### config.mk
export PLATFORM = sky130hd
export DESIGN_NAME = mips_multicycle_ctrl
export DESIGN_NICKNAME = d
export VERILOG_FILES = /design/src/rtl/mips_ctrl_pkg.sv /design/src/rtl/mips_aludec.sv /design/src/rtl/mips_multicycle_ctrl.sv
export SDC_FILE = /design/constraint.sdc
export NUM_CORES = 1
export LEC_CHECK = 0
export ABC_AREA = 1
export BUFFER_PORTS_ARGS = -buffer_cell sky130_fd_sc_hd__buf_4
export CORE_MARGIN = 5
export CORE_UTILIZATION = 32
export DETAILED_ROUTE_END_ITERATION = 6
export PLACE_DENSITY = 0.72
export SLEW_MARGIN = 20
export SYNTH_ARGS = -nofsm -noshare
export SYNTH_HDL_FRONTEND = slang
export SYNTH_SLANG_ARGS = --single-unit
### constraint.sdc
create_clock -name clk -period 1.8 [get_ports clk]
set_input_delay 0.36 -clock clk [delete_from_list [all_inputs] [get_ports clk]]
set_output_delay 0.36 -clock clk [all_outputs]
set_load 0.005 [all_outputs]
### src/rtl/mips_ctrl_pkg.sv
// Shared encodings for the multicycle MIPS controller: FSM states, opcodes,
// R-type funct codes, ALU operation classes and ALU F codes.
package mips_ctrl_pkg;

    localparam int unsigned STATE_W  = 4;
    localparam int unsigned OP_W     = 6;
    localparam int unsigned FUNCT_W  = 6;
    localparam int unsigned ALUF_W   = 3;
    localparam int unsigned ALUSRC_W = 2;
    localparam int unsigned PCSRC_W  = 2;

    typedef enum logic [STATE_W-1:0] {
        S_FETCH   = 4'd0,
        S_DECODE  = 4'd1,
        S_MEMADR  = 4'd2,
        S_MEMRD   = 4'd3,
        S_MEMWB   = 4'd4,
        S_MEMWR   = 4'd5,
        S_RTYPEEX = 4'd6,
        S_RTYPEWB = 4'd7,
        S_BEQEX   = 4'd8,
        S_ADDIEX  = 4'd9,
        S_ADDIWB  = 4'd10,
        S_JEX     = 4'd11
    } statetype;

    typedef enum logic [1:0] {
        ALUOP_ADD   = 2'd0,
        ALUOP_SUB   = 2'd1,
        ALUOP_FUNCT = 2'd2
    } aluop_t;

    localparam logic [OP_W-1:0] OP_RTYPE = 6'b000000;
    localparam logic [OP_W-1:0] OP_LW    = 6'b100011;
    localparam logic [OP_W-1:0] OP_SW    = 6'b101011;
    localparam logic [OP_W-1:0] OP_BEQ   = 6'b000100;
    localparam logic [OP_W-1:0] OP_ADDI  = 6'b001000;
    localparam logic [OP_W-1:0] OP_J     = 6'b000010;

    localparam logic [FUNCT_W-1:0] FN_ADD = 6'b100000;
    localparam logic [FUNCT_W-1:0] FN_SUB = 6'b100010;
    localparam logic [FUNCT_W-1:0] FN_AND = 6'b100100;
    localparam logic [FUNCT_W-1:0] FN_OR  = 6'b100101;
    localparam logic [FUNCT_W-1:0] FN_SLT = 6'b101010;

    localparam logic [ALUF_W-1:0] F_AND = 3'b000;
    localparam logic [ALUF_W-1:0] F_OR  = 3'b001;
    localparam logic [ALUF_W-1:0] F_ADD = 3'b010;
    localparam logic [ALUF_W-1:0] F_SUB = 3'b110;
    localparam logic [ALUF_W-1:0] F_SLT = 3'b111;

endpackage

### src/rtl/mips_aludec.sv
// ALU decoder: maps the FSM's ALU operation class and the instruction funct
// field to the 3-bit ALU F code.
//   i_aluop        operation class requested by the current state
//   i_funct        instr[5:0]
//   o_alucontrol   ALU F code
//   o_funct_valid  funct is one of the supported R-type functions
module mips_aludec
    import mips_ctrl_pkg::*;
(
    input  aluop_t              i_aluop,
    input  logic [FUNCT_W-1:0]  i_funct,
    output logic [ALUF_W-1:0]   o_alucontrol,
    output logic                o_funct_valid
);

    logic [ALUF_W-1:0] w_funct_f;

    // Unknown funct falls back to ADD; the FSM uses o_funct_valid to block the write.
    always_comb begin
        w_funct_f     = F_ADD;
        o_funct_valid = 1'b1;
        case (i_funct)
            FN_ADD:  w_funct_f = F_ADD;
            FN_SUB:  w_funct_f = F_SUB;
            FN_AND:  w_funct_f = F_AND;
            FN_OR:   w_funct_f = F_OR;
            FN_SLT:  w_funct_f = F_SLT;
            default: o_funct_valid = 1'b0;
        endcase

        case (i_aluop)
            ALUOP_SUB:   o_alucontrol = F_SUB;
            ALUOP_FUNCT: o_alucontrol = w_funct_f;
            default:     o_alucontrol = F_ADD;
        endcase
    end

endmodule

### src/rtl/mips_multicycle_ctrl.sv
// Moore FSM controller for the multicycle MIPS datapath. Outputs are decoded
// combinationally from the state register (plus op/funct); pcen additionally
// folds in the same-cycle ALU zero flag for BEQ.
//   clk, reset     clock, synchronous active-high reset to FETCH
//   op, funct      instruction fields from the instruction register
//   zero           ALU zero flag
//   pcen           PC write enable (pcwrite | branch & zero)
//   memwrite, irwrite, regwrite   datapath write strobes
//   alusrca, alusrcb, alucontrol  ALU operand selects and F code
//   pcsrc, iord, memtoreg, regdst datapath mux selects
//   illegal_op     pulse in DECODE for an unsupported opcode
module mips_multicycle_ctrl
    import mips_ctrl_pkg::*;
(
    input  logic                 clk,
    input  logic                 reset,
    input  logic [OP_W-1:0]      op,
    input  logic [FUNCT_W-1:0]   funct,
    input  logic                 zero,
    output logic                 pcen,
    output logic                 memwrite,
    output logic                 irwrite,
    output logic                 regwrite,
    output logic                 alusrca,
    output logic [ALUSRC_W-1:0]  alusrcb,
    output logic [ALUF_W-1:0]    alucontrol,
    output logic [PCSRC_W-1:0]   pcsrc,
    output logic                 iord,
    output logic                 memtoreg,
    output logic                 regdst,
    output logic                 illegal_op
);

    statetype r_state;
    statetype w_next;
    aluop_t   w_aluop;
    logic     w_pcwrite;
    logic     w_branch;
    logic     w_funct_valid;

    // State register; reset aborts any instruction in flight.
    always_ff @(posedge clk) begin
        if (reset) begin
            r_state <= S_FETCH;
        end else begin
            r_state <= w_next;
        end
    end

    // Next-state and per-state control decode.
    always_comb begin
        w_next     = S_FETCH;
        w_aluop    = ALUOP_ADD;
        w_pcwrite  = 1'b0;
        w_branch   = 1'b0;
        memwrite   = 1'b0;
        irwrite    = 1'b0;
        regwrite   = 1'b0;
        alusrca    = 1'b0;
        alusrcb    = 2'b00;
        pcsrc      = 2'b00;
        iord       = 1'b0;
        memtoreg   = 1'b0;
        regdst     = 1'b0;
        illegal_op = 1'b0;

        case (r_state)
            S_FETCH: begin
                irwrite   = 1'b1;
                w_pcwrite = 1'b1;
                alusrcb   = 2'b01;
                w_next    = S_DECODE;
            end
            S_DECODE: begin
                // Branch target precompute: PC + (signimm << 2).
                alusrcb = 2'b11;
                case (op)
                    OP_LW, OP_SW: w_next = S_MEMADR;
                    OP_RTYPE:     w_next = S_RTYPEEX;
                    OP_BEQ:       w_next = S_BEQEX;
                    OP_ADDI:      w_next = S_ADDIEX;
                    OP_J:         w_next = S_JEX;
                    default: begin
                        illegal_op = 1'b1;
                        w_next     = S_FETCH;
                    end
                endcase
            end
            S_MEMADR: begin
                alusrca = 1'b1;
                alusrcb = 2'b10;
                w_next  = (op == OP_SW) ? S_MEMWR : S_MEMRD;
            end
            S_MEMRD: begin
                iord   = 1'b1;
                w_next = S_MEMWB;
            end
            S_MEMWB: begin
                // Address held on ALUOut while the loaded word is written back.
                iord     = 1'b1;
                memtoreg = 1'b1;
                regwrite = 1'b1;
            end
            S_MEMWR: begin
                iord     = 1'b1;
                memwrite = 1'b1;
            end
            S_RTYPEEX: begin
                alusrca = 1'b1;
                w_aluop = ALUOP_FUNCT;
                w_next  = S_RTYPEWB;
            end
            S_RTYPEWB: begin
                regdst   = 1'b1;
                regwrite = w_funct_valid;
            end
            S_BEQEX: begin
                alusrca  = 1'b1;
                w_aluop  = ALUOP_SUB;
                w_branch = 1'b1;
                pcsrc    = 2'b01;
            end
            S_ADDIEX: begin
                alusrca = 1'b1;
                alusrcb = 2'b10;
                w_next  = S_ADDIWB;
            end
            S_ADDIWB: begin
                regwrite = 1'b1;
            end
            S_JEX: begin
                pcsrc     = 2'b10;
                w_pcwrite = 1'b1;
            end
            default: begin
                // Unused encodings: all strobes stay low, recover to FETCH.
                w_next = S_FETCH;
            end
        endcase
    end

    assign pcen = w_pcwrite | (w_branch & zero);

    mips_aludec u_aludec (
        .i_aluop       (w_aluop),
        .i_funct       (funct),
        .o_alucontrol  (alucontrol),
        .o_funct_valid (w_funct_valid)
    );

endmodule

==> flow_summary.ini <==
[logic_synthesis]
netlist_instances = 108
yosysTopAreaCell = nor2_1
synth_top_family_by_area = simple AND/OR/NAND/NOR gates
synth_top_area_share_pct = 18.5
ys_ff_latch = 4
synth_seq_area_share_pct = 14.1
synthMuxAreaShare_pct = 0
syn_nets = 126
synth-compound-area-share_pct = 12.8
yosys.area_share.simple_pct = 54.0
avgSynthCellArea_um2 = 5.26
synth_area_leaders = nor2_1 19%, dfxtp_1 14%, nand2_1 13%
syn_area_um2 = 568
synth_fa_ha_area_share_pct = 6.61
yosysWarningCount = 0
synthXorXnorAreaFrac_pct = 0
ys_types = 18

[clocking]
cts_tree = yes
cts_buffers = 3
clkLatencyLatePin_ps = 230
cts.sinks = 4
clock-root-buffer = clkbuf_4
cts_max_path_buffers = 2
htree_levels = 1
clkTransAtPathRegs_ps = 40

[place]
gp_congestion = 0.782
io_buffers = 30
hpwl_um = 1430
dp_cells = 167
pre_cts_slack_ps = 28.6

[cells_and_area]
fin_nets = 182
n_antenna_cell = 0
area.sequential_um2 = 92.6
top_regs = r_state: 4 flops
fill_cells = 162
final_cells = 187
multiInputGateArea_um2 = 485
largest-register = r_state
largest_register_ffs = 4
layout-drive-gt1-share_pct = 49.4
area_delta_synth_final_pct = 92.7

[global_routing]
grt_max_degree = 7
grt_antenna_before_repair = 0
grt_util_all_layers_pct = 16.1
grt_pass1_wl_um = 3330
grt_pass1_vias = 862
globalRouteOverflowTotal = 0

[job]
cap_violations = 0

[sta]
rsz0062_at_grt = yes
max_freq_mhz = 534
post-route-min-period_ps = 1870
finalCritPeriodShare_pct = 104
slew_headroom_pct = 84.5
tightest_slew_ps = 232
setup_tns_ps = -226
finalHoldViolCount = 0
finClkSkew_ps = 1.73
slew_viol_final = 0
hold_ws_ps = 297
fin_ws_ps = -73.5
setup_viol = 4

[worst_hold_path]
hold_class = primary input to flop

[drt]
detail-route-antenna-nets = 0
vias = 900
firstDrtPassIters = 4
wirelength_um = 2180
drtIter0Drc = 15
drc_errors = 0
drt-vias-per-instance = 4.81
avgRoutedWirePerCell_um = 11.6

[status]
status = complete, but fails checks
failed_checks = negative setup slack

[floorplanning]
ioPinCount = 31
placementRows = 15
initial_utilization_pct = 33.3
die_area_mm2 = 0.00272
core_area_mm2 = 0.00171
die_w_um = 52.1
die_y_um = 52.1

[critical_path]
cp-end-kind = output port
worstSetupStartpointType = flop
crit_arrival_ps = 1510
cp_max_fo = 3
regToRegSetupSlack_ps = 530
required_ps = 1440
critical_path_class = flop to output port

[power]
p_leak_nw = 0.566
finalPower_w = 0.000333
ir_drop_mv = 0.266
power_density_mw_per_mm2 = 304
cells in the final DEF (no fill, tap or decap), drive strengths merged, types with 2 or more instances in the layout:
master	instances
nand4	2
nand3	13
ha	3
buf	51
nor2	32
clkbuf	3
dfxtp	4
inv	19
nand2	21
a21oi	7
o21ai	2
through the flow:
step	instance area, um^2	utilization, %
after floorplan	568	-
after CTS	1020	59.9
final	1090	64.1
after global routing	1090	64.1
after detailed placement	855	50.0
after global placement	855	50.0
per-layer routing:
metal	global-route usage (%)	vias to the layer above	wire length, um
li1	-	452	-
met1	14.2	398	757
met2	33.3	40	1180
met3	4.30	10	166
met4	6.38	0	70
met5	0	-	0
repair_timing:
action | 4_1_cts | 5_1_grt
hold buffers | 0 | 0
cloned | 0 | 0
endpoints found under the setup margin | 3 | 6
pin swaps | 5 | 6
resized for setup | 23 | 9
buffers inserted | 12 | 5
synth_stat cells:
cell / instances
nor2_1: 28
nand2_1: 20
inv_1: 17
nand3_1: 13
a21oi_1: 7
dfxtp_1: 4
ha_1: 3
inv_2: 2
nand4_1: 2
nor2_2: 2
nor2_4: 2
o21ai_0: 2
a31oi_1: 1
nand2_2: 1
nand3b_1: 1
o21bai_1: 1
o22ai_1: 1
o31ai_1: 1
kinds of logic after synthesis:
group                      count (synthesis)
DFF                                        4
and+or+nand+nor                           69
AOI/OAI and AO/OA                         13
adders and majority gates                  3
buffers and inverters                     19
area by class of cell:
cell class | instances | area share [%]
Tap cell | 25 | 2.86
Timing Repair Buffer | 51 | 35.3
Inverter | 19 | 6.97
Multi-Input combinational cell | 85 | 44.3
Clock buffer | 3 | 2.06
Sequential cell | 4 | 8.46
worst paths after layout:
check | cells past startpoint | from | endpoint
worst max-delay path | 7 | r_state[2] | alucontrol[1]
worst min-delay path | 2 | reset | r_state[3]
worst max register to register | 8 | r_state[3] | r_state[0]
worst min register to register | 3 | r_state[2] | r_state[0]
power by group:
part / switching, W / leakage (nW) / internal, W / total [W]
Combinational: 0.0000596 / 0.517 / 0.0000679 / 0.000127
Clock: 0.0000369 / 0.0138 / 0.0000746 / 0.000112
Sequential: 0.00000449 / 0.0352 / 0.0000892 / 0.0000937
worst max-delay path: stages (launching register included):
cell,delay [ps]
dfxtp_4,370
inv_2,60
nor2_1,140
nand2_2,70
ha_1,310
a21oi_2,130
nand2_1,70
buf_4,130
No activity file was read; power rests on OpenSTA's default activity.
